## src/rtl/decoder_pkg.sv

```systemverilog
// Shared types for the channel decoder/scanner.
// State enumeration and select-width ceiling.
package decoder_pkg;

  localparam int SEL_W_MAX = 6;

  typedef enum logic [1:0] {
    IDLE   = 2'd0,
    DIRECT = 2'd1,
    SCAN   = 2'd2
  } state_e;

endpackage

```

## src/rtl/decoder_scan_if.sv

```systemverilog
// Control and channel-output bundle for decoder_scan.
// master drives controls, slave is the decoder.
interface decoder_scan_if #(
  parameter int SEL_W = 2
);
  localparam int OUT_W = 1 << SEL_W;

  logic             enable;
  logic             load;
  logic             mode;
  logic [SEL_W-1:0] select;
  logic [OUT_W-1:0] out;
  logic [SEL_W-1:0] index;
  logic             valid;
  logic             wrap;

  modport master (
    output enable, load, mode, select,
    input  out, index, valid, wrap
  );

  modport slave (
    input  enable, load, mode, select,
    output out, index, valid, wrap
  );

endinterface

```

## src/rtl/decoder_scan_onehot_dec.sv

```systemverilog
// Combinational channel index to one-hot decoder.
module onehot_dec #(
  parameter int SEL_W = 2
) (
  input  logic [SEL_W-1:0]      sel_i,
  output logic [(1<<SEL_W)-1:0] onehot_o
);

  always_comb begin
    onehot_o        = '0;
    onehot_o[sel_i] = 1'b1;
  end

endmodule

```

## src/rtl/decoder_scan.sv

```systemverilog
// One-hot channel decoder with direct-hold and auto-scan.
// DECODER_SCAN_ACTIVE_LOW_EN inverts the out bus.
module decoder_scan
  import decoder_pkg::*;
#(
  parameter int SEL_W = 2,
  parameter int DWELL = 4
) (
  input logic           clk,
  input logic           rst,
  decoder_scan_if.slave bus
);

  localparam int OUT_W = 1 << SEL_W;
  localparam int CNT_W = (DWELL > 1) ? $clog2(DWELL) : 1;
  localparam logic [CNT_W-1:0] CNT_LAST =
    CNT_W'(DWELL - 1);

`ifdef DECODER_SCAN_ACTIVE_LOW_EN
  localparam logic [OUT_W-1:0] OUT_IDLE = '1;
`else
  localparam logic [OUT_W-1:0] OUT_IDLE = '0;
`endif

  state_e           state_q, state_d;
  logic [SEL_W-1:0] idx_q, idx_d;
  logic [CNT_W-1:0] cnt_q, cnt_d;
  logic [OUT_W-1:0] out_q, out_d;
  logic             valid_q, valid_d;
  logic             wrap_q, wrap_d;
  logic [OUT_W-1:0] dec;

  onehot_dec #(.SEL_W(SEL_W)) u_dec (
    .sel_i    (idx_d),
    .onehot_o (dec)
  );

  always_comb begin
    state_d = state_q;
    idx_d   = idx_q;
    cnt_d   = cnt_q;
    valid_d = 1'b0;
    wrap_d  = 1'b0;
    if (bus.load) begin
      // load beats dwell expiry in the same cycle
      state_d = bus.mode ? SCAN : DIRECT;
      idx_d   = bus.select;
      cnt_d   = '0;
      valid_d = bus.enable;
    end else begin
      unique case (state_q)
        IDLE: ;
        DIRECT: valid_d = bus.enable;
        SCAN: begin
          valid_d = bus.enable;
          if (bus.enable) begin
            if (cnt_q == CNT_LAST) begin
              cnt_d  = '0;
              idx_d  = idx_q + 1'b1;
              wrap_d = &idx_q;
            end else begin
              cnt_d = cnt_q + 1'b1;
            end
          end
        end
        default: ;
      endcase
    end
`ifdef DECODER_SCAN_ACTIVE_LOW_EN
    out_d = valid_d ? ~dec : OUT_IDLE;
`else
    out_d = valid_d ? dec : OUT_IDLE;
`endif
  end

  always_ff @(posedge clk) begin
    if (rst) begin
      state_q <= IDLE;
      idx_q   <= '0;
      cnt_q   <= '0;
      out_q   <= OUT_IDLE;
      valid_q <= 1'b0;
      wrap_q  <= 1'b0;
    end else begin
      state_q <= state_d;
      idx_q   <= idx_d;
      cnt_q   <= cnt_d;
      out_q   <= out_d;
      valid_q <= valid_d;
      wrap_q  <= wrap_d;
    end
  end

  assign bus.out   = out_q;
  assign bus.index = idx_q;
  assign bus.valid = valid_q;
  assign bus.wrap  = wrap_q;

endmodule

```

## src/flat_wrapper.sv

```systemverilog
// flat-port wrapper written by rule: the top's interface ports become plain ports
module decoder_scan_flat import decoder_pkg::*;
#(
  parameter int SEL_W = 2,
  parameter int DWELL = 4
)
  (clk, rst, bus_enable, bus_load, bus_mode, bus_select, bus_out, bus_index, bus_valid, bus_wrap);
  decoder_scan_if #(.SEL_W(SEL_W)) bus_i ();
  input logic clk;
  input logic rst;
  input wire logic [$bits(bus_i.enable)-1:0] bus_enable;
  input wire logic [$bits(bus_i.load)-1:0] bus_load;
  input wire logic [$bits(bus_i.mode)-1:0] bus_mode;
  input wire logic [$bits(bus_i.select)-1:0] bus_select;
  output wire logic [$bits(bus_i.out)-1:0] bus_out;
  output wire logic [$bits(bus_i.index)-1:0] bus_index;
  output wire logic [$bits(bus_i.valid)-1:0] bus_valid;
  output wire logic [$bits(bus_i.wrap)-1:0] bus_wrap;
  assign bus_i.enable = bus_enable;
  assign bus_i.load = bus_load;
  assign bus_i.mode = bus_mode;
  assign bus_i.select = bus_select;
  assign bus_out = bus_i.out;
  assign bus_index = bus_i.index;
  assign bus_valid = bus_i.valid;
  assign bus_wrap = bus_i.wrap;
  decoder_scan #(.SEL_W(SEL_W), .DWELL(DWELL)) u_core (.clk(clk), .rst(rst), .bus(bus_i));
endmodule
```

## config.mk

```make
export PLATFORM = sky130hd
export DESIGN_NAME = decoder_scan_flat
export DESIGN_NICKNAME = d
export VERILOG_FILES = /design/src/rtl/decoder_pkg.sv /design/src/rtl/decoder_scan_if.sv /design/src/rtl/decoder_scan_onehot_dec.sv /design/src/rtl/decoder_scan.sv /design/src/flat_wrapper.sv
export SDC_FILE = /design/constraint.sdc
export NUM_CORES = 1
export LEC_CHECK = 0
export ABC_AREA = 0
export ABC_CLOCK_PERIOD_IN_PS = 1400
export BUFFER_PORTS_ARGS = -buffer_cell sky130_fd_sc_hd__buf_2
export CAP_MARGIN = 20
export CELL_PAD_IN_SITES_DETAIL_PLACEMENT = 0
export CELL_PAD_IN_SITES_GLOBAL_PLACEMENT = 2
export CORE_ASPECT_RATIO = 0.8
export CORE_MARGIN = 1
export CORE_UTILIZATION = 28
export DETAILED_ROUTE_END_ITERATION = 8
export PLACE_DENSITY_LB_ADDON = 0.1
export SYNTH_ARGS = -nofsm -noshare
export SYNTH_HDL_FRONTEND = slang
export SYNTH_SLANG_ARGS = --single-unit
```

## constraint.sdc

```tcl
create_clock -name clk -period 1.4 [get_ports clk]
set_input_delay 0.07 -clock clk [delete_from_list [all_inputs] [get_ports clk]]
set_output_delay 0.07 -clock clk [all_outputs]
set_load 0.01 [all_outputs]
```

# == Word level (Yosys, flattened, before mapping) ==
# Cells that the tools add are included.
# word_totals
register_bits,12
in_bits,7
wordCells,34
out_inout_bits,8
# op_classes
n_mux,10
bitwise_logic,4
eq_ne,3
order_cmp,2
n_reduce_logical,7
addsub,2
# ops
operator,count
2-bit two-way mux,6
2-bit OR reduction,3
5-bit OR reduction,1
2-bit by 1-bit adder with 2-bit output (second input constant),2
2-bit equality test (second input constant),2
1-bit NOT,4
2-bit AND reduction,2
2-bit by 3-bit less-than comparator with 1-bit output (second input constant),1
1-bit two-way mux,3
1-bit demux with 2-bit select,1
2-bit by 1-bit equality test with 1-bit output (second input constant),1
2-bit by 1-bit >= comparator with 1-bit output (second input constant),1
1-bit logical AND,1

# == Longest topological paths before layout ==
# logic_depth
ltp_word,9
mapped_depth,6
ltp_nobuf,6

# == Hierarchy ==
# A second synthesis with hierarchy kept.
# unflattened
cells_unflattened,50
area_unflattened_um2,528.0
# by_module_without_submodules
mod,seq_area_each_um2,instances,cells_each,area_per_inst_um2
decoder_scan,240.2,1,46,501.7
onehot_dec,0.0,1,4,26.3

# == Worst setup path after synthesis ==
# OpenSTA, ideal clock, no wires.
# synth_path
path_type,register -> register
startpoint,register u_core.idx_q[1] (netlist: u_core.bus.index[1])
endpoint,register u_core.out_q[0] (netlist: u_core.bus.out[0])
path_stages_with_launch,6
slack_ps,71
arrival_ps,1265
setup_time_ps,64
t_required_ps,1336
path_buffers,0
synth_period_minus_slack_ps,1329
path_cell_list,dfxtp_1 -> ha_1 -> a41o_2 -> a211oi_2 -> o21ai_1 -> nor2_1
# synth_via
elab_chain_len,9
word_cells_on_any_way,10
cone_classes,1 x add/sub; 2 x order compare; 6 x mux; 1 x reduce/logical
# synth_lines
item,line,rtl
from (decl),decoder_scan.sv:26,"logic [SEL_W-1:0] idx_q, idx_d;"
from (signal assigned),decoder_scan.sv:86,idx_q <= idx_d;
2-bit by 1-bit adder with 2-bit output,decoder_scan.sv:59,idx_d = idx_q + 1'b1;
2-bit two-way mux,decoder_scan.sv:57,if (cnt_q == CNT_LAST) begin
2-bit two-way mux,decoder_scan.sv:56,if (bus.enable) begin
2-bit two-way mux *,decoder_scan.sv:51,unique case (state_q)
2-bit two-way mux *,decoder_scan.sv:44,if (bus.load) begin
2-bit by 3-bit less-than comparator with 1-bit output (not written as such) or 2-bit by 1-bit >= comparator with 1-bit output (tied branches),decoder_scan_onehot_dec.sv:11,onehot_o[sel_i] = 1'b1;
1-bit logical AND (not written as such),decoder_scan_onehot_dec.sv:11,
1-bit two-way mux (not written as such),decoder_scan_onehot_dec.sv:11,
1-bit demux with 2-bit select *,decoder_scan_onehot_dec.sv:11,
to (signal assigned),decoder_scan.sv:88,out_q <= out_d;
to (decl),decoder_scan.sv:28,"logic [OUT_W-1:0] out_q, out_d;"
# Mark *: on every way between the ends. The rest lies on a longest branch, timed or not.
# A chain may end at the register's enable or synchronous reset.

# == Final worst setup path ==
# layout_path
startpoint,register u_core.idx_q[0] (netlist: u_core.bus.index[0])
endpoint,register u_core.out_q[0] (netlist: u_core.bus.out[0])
# Same word-level chain as after synthesis.

==> key figures <==
Pwr
  • Final total power: between 0.6 and 0.7 mW
  • Static Leakage: 0.3111 nW
  • IR drop worst, VDD: around 0.39 mV
  • PwrDens: ~1000 nW/um^2

Global route
  • Total GRT Usage: 0.1126
  • First-pass GRT wire length: approximately 1600 um
  • Vias in the first global route: 352
  • Largest net degree at the start of global routing: 12
  • Initial antenna violation count: 0
  • Gr ovfl total: 0

Synthesis
  • Syn Std Cell Area: 513.0 um^2
  • Ys Warns: 0
  • Synth Flop Type: dfxtp_1
  • Synth Instances: 52
  • Post-Syn Area per Cell: slightly below 10 um^2
  • Async SR Flop Fraction: 0
  • Synthesized Nets: 63
  • Synthesized flop and latch total: 12
  • Synth cell types: 24
  • Seq/Total Area, Yosys: 0.4683
  • Number of flops mapped to enable cells by yosys: 0

Timing
  • Final hold violations: 0
  • RSZ-0062 raised after global routing: no
  • Worst slew pin tran: between 0.2 and 0.3 ns
  • Clock Skew: 0.004828 ns
  • Max-Slew Margin vs Limit: 0.8116
  • Final min period: 1.326 ns
  • Max Clk Rate: around 750 MHz
  • Pins Over Slew Limit: 0
  • Final setup viols: 0
  • Period Utilization, post-route: 0.9469

Route
  • Vias: roughly 400
  • Via density: about 4.3
  • Post-DRT Antenna Nets: 0
  • Total wire length: a little over 900 um
  • DR WL/cell: ~10 um
  • DR iter-0 viols: 8
  • DRT Pass-1 Iters: 4
  • Drt drc: 0

Floorplan
  • Initial Utilization: 0.3062
  • FP Rows: 13
  • Die width: between 40 and 50 um
  • Die height: just over 40 um
  • I/O Pins: 15
  • Core Box Area: about 1700 um^2
  • Die area: between 2000 and 2500 um^2

CTS
  • # hold bufs at CTS: 0
  • Sink Count: 12
  • Clk pin slew, worst setup/hold paths: about 0.070 ns
  • H-tree levels: 1
  • Postcts setup bufs: 0
  • CTS tree: built
  • TritonCTS buffer count: 3
  • CTS Buffer Depth: 2
  • Root Buffer: clkbuf_4
  • Clk Latency, worst-skew pair: between 0.2 and 0.3 ns

Worst hold path
  • Worst Hold Launch: bus_mode
  • Hold/Removal Path Class: in -> reg

Setup path
  • Crit start category: flip-flop
  • Worst path required time: between 1.5 and 2 ns
  • Launch point of the critical path: u_core.bus.index[0]
  • Setup crit end kind: flip-flop
  • Crit path DAT: roughly 1.5 ns
  • Reg2Reg Launch Point: u_core.bus.index[0]
  • Crit-path max FO: 3
  • Crit path kind: reg -> reg

Run
  • Maxcap violations: 0

Placed design
  • GPL Wtd Cong: 0.7287
  • Port Buf Inserts: 14
  • Placed insts: 87
  • Dpl cell area: slightly above 600 um^2

Final layout
  • Final instance area: 638.1 um^2
  • Area occupied by registers: between 200 and 250 um^2
  • Multi-input gate area: 256.5 um^2
  • # fillers: roughly 180
  • Share of layout cells above drive strength 1: 0.3971
  • Ant diodes: 0
  • Layout area overhead: 24.39%
  • Non-Filler Instances: 90
  • Layout net count: 81

Run status
  • Status: complete, no violations
==> registers in the layout (all words and copies together), names as in the netlist <==
signal and flops:
u_core.bus.out 4, u_core.bus.index 2, u_core.state_q 2, u_core.bus.wrap 1
u_core.cnt_q 2, u_core.bus.valid 1
==> Yosys cell counts, types with 2 or more instances <==
cell,number,area share
o21ai_1,2,0.020
nand2_1,2,0.015
mux2i_1,2,0.039
dfxtp_1,12,0.47
nand3_1,2,0.020
inv_1,3,0.022
nor2_1,6,0.044
ha_1,4,0.098
nor3_1,4,0.039
==> cells in the final DEF (no fill, tap or decap) <==
cell type	instances
a211oi_2	1
a21oi_1	1
a41o_2	1
and2_1	1
buf_2	14
buf_4	1
clkbuf_4	3
dfxtp_1	10
dfxtp_2	2
ha_1	4
inv_1	3
mux2_2	1
mux2i_1	2
nand2_1	2
nand3_1	2
nor2_1	6
nor2b_1	1
nor2b_2	1
nor3_1	4
nor3_2	1
nor4b_1	1
o21a_1	1
o21ai_0	1
o21ai_1	1
o21ai_2	1
o21bai_2	1
xor2_1	1
==> stage by stage <==
step	utilization	hold WS [ns]	TNS (ns)	setup slack, ns
after floorplan	-	0.2172	0	0.07079
after global placement	0.3637	0.3256	-0.02228	-0.02228
after detailed placement	0.3637	0.3293	0	0.02656
after CTS	0.3771	0.06100	0	0.009915
after global routing	0.3809	0.08543	0	0.001749
final	0.3809	0.06911	0	0.07431
==> final cells by class <==
type / instances / share of cell area
multi-input combinational: 35 / 0.4020
inverter: 3 / 0.01765
sequential: 12 / 0.3804
clock buffer: 3 / 0.03529
tap: 22 / 0.04314
timing repair buffer: 15 / 0.1216
==> power by group <==
part | leakage [nW] | total, mW | internal [mW] | switching (mW)
Clock | 0.0138 | 0.204 | 0.0992 | 0.105
Sequential | 0.0988 | 0.359 | 0.354 | 0.00515
Combinational | 0.199 | 0.0827 | 0.0372 | 0.0455
Total | 0.311 | 0.646 | 0.490 | 0.156
==> routing by layer <==
layer	up-vias	wire (um)	global-route usage
met3	0	45	0.05682
met5	-	0	0
met4	0	0	0.02143
met2	10	395	0.1757
met1	169	470	0.1416
li1	211	-	-
==> repair_timing <==
| item | in CTS | in global routing |
|---|---|---|
| resized for setup | 0 | 3 |
| hold endpoints to repair | 0 | 0 |
| endpoints found under the setup margin | 0 | 3 |
==> path summary, 6_finish.rpt <==
| path | slack, ns | endpoint | cells after the start |
|---|---|---|---|
| setup / recovery | 0.07 | u_core.bus.out[0] | 5 |
| hold / removal | 0.07 | u_core.state_q[1] | 3 |
| setup reg to reg | 0.07 | u_core.bus.out[0] | 5 |
| hold reg to reg | 0.51 | u_core.state_q[1] | 2 |
==> critical path, stage by stage, from the launching register on <==
cell      delay [ns]
dfxtp_2         0.34
ha_1            0.28
a41o_2          0.29
a211oi_2        0.17
o21ai_2         0.09
nor2_1          0.10
==> kinds of logic (layout without fill, tap and decap cells) <==
logic type | Yosys count | after routing | synth area share
simple gates | 19 | 19 | 0.1951
flops | 12 | 12 | 0.4683
compound gates | 8 | 8 | 0.1219
buf+inv | 5 | 21 | 0.03901
fa+ha+maj | 4 | 4 | 0.09756
mux | 3 | 3 | 0.06098
xor+xnor | 1 | 1 | 0.01708
No activity file was read; power rests on OpenSTA's default activity.
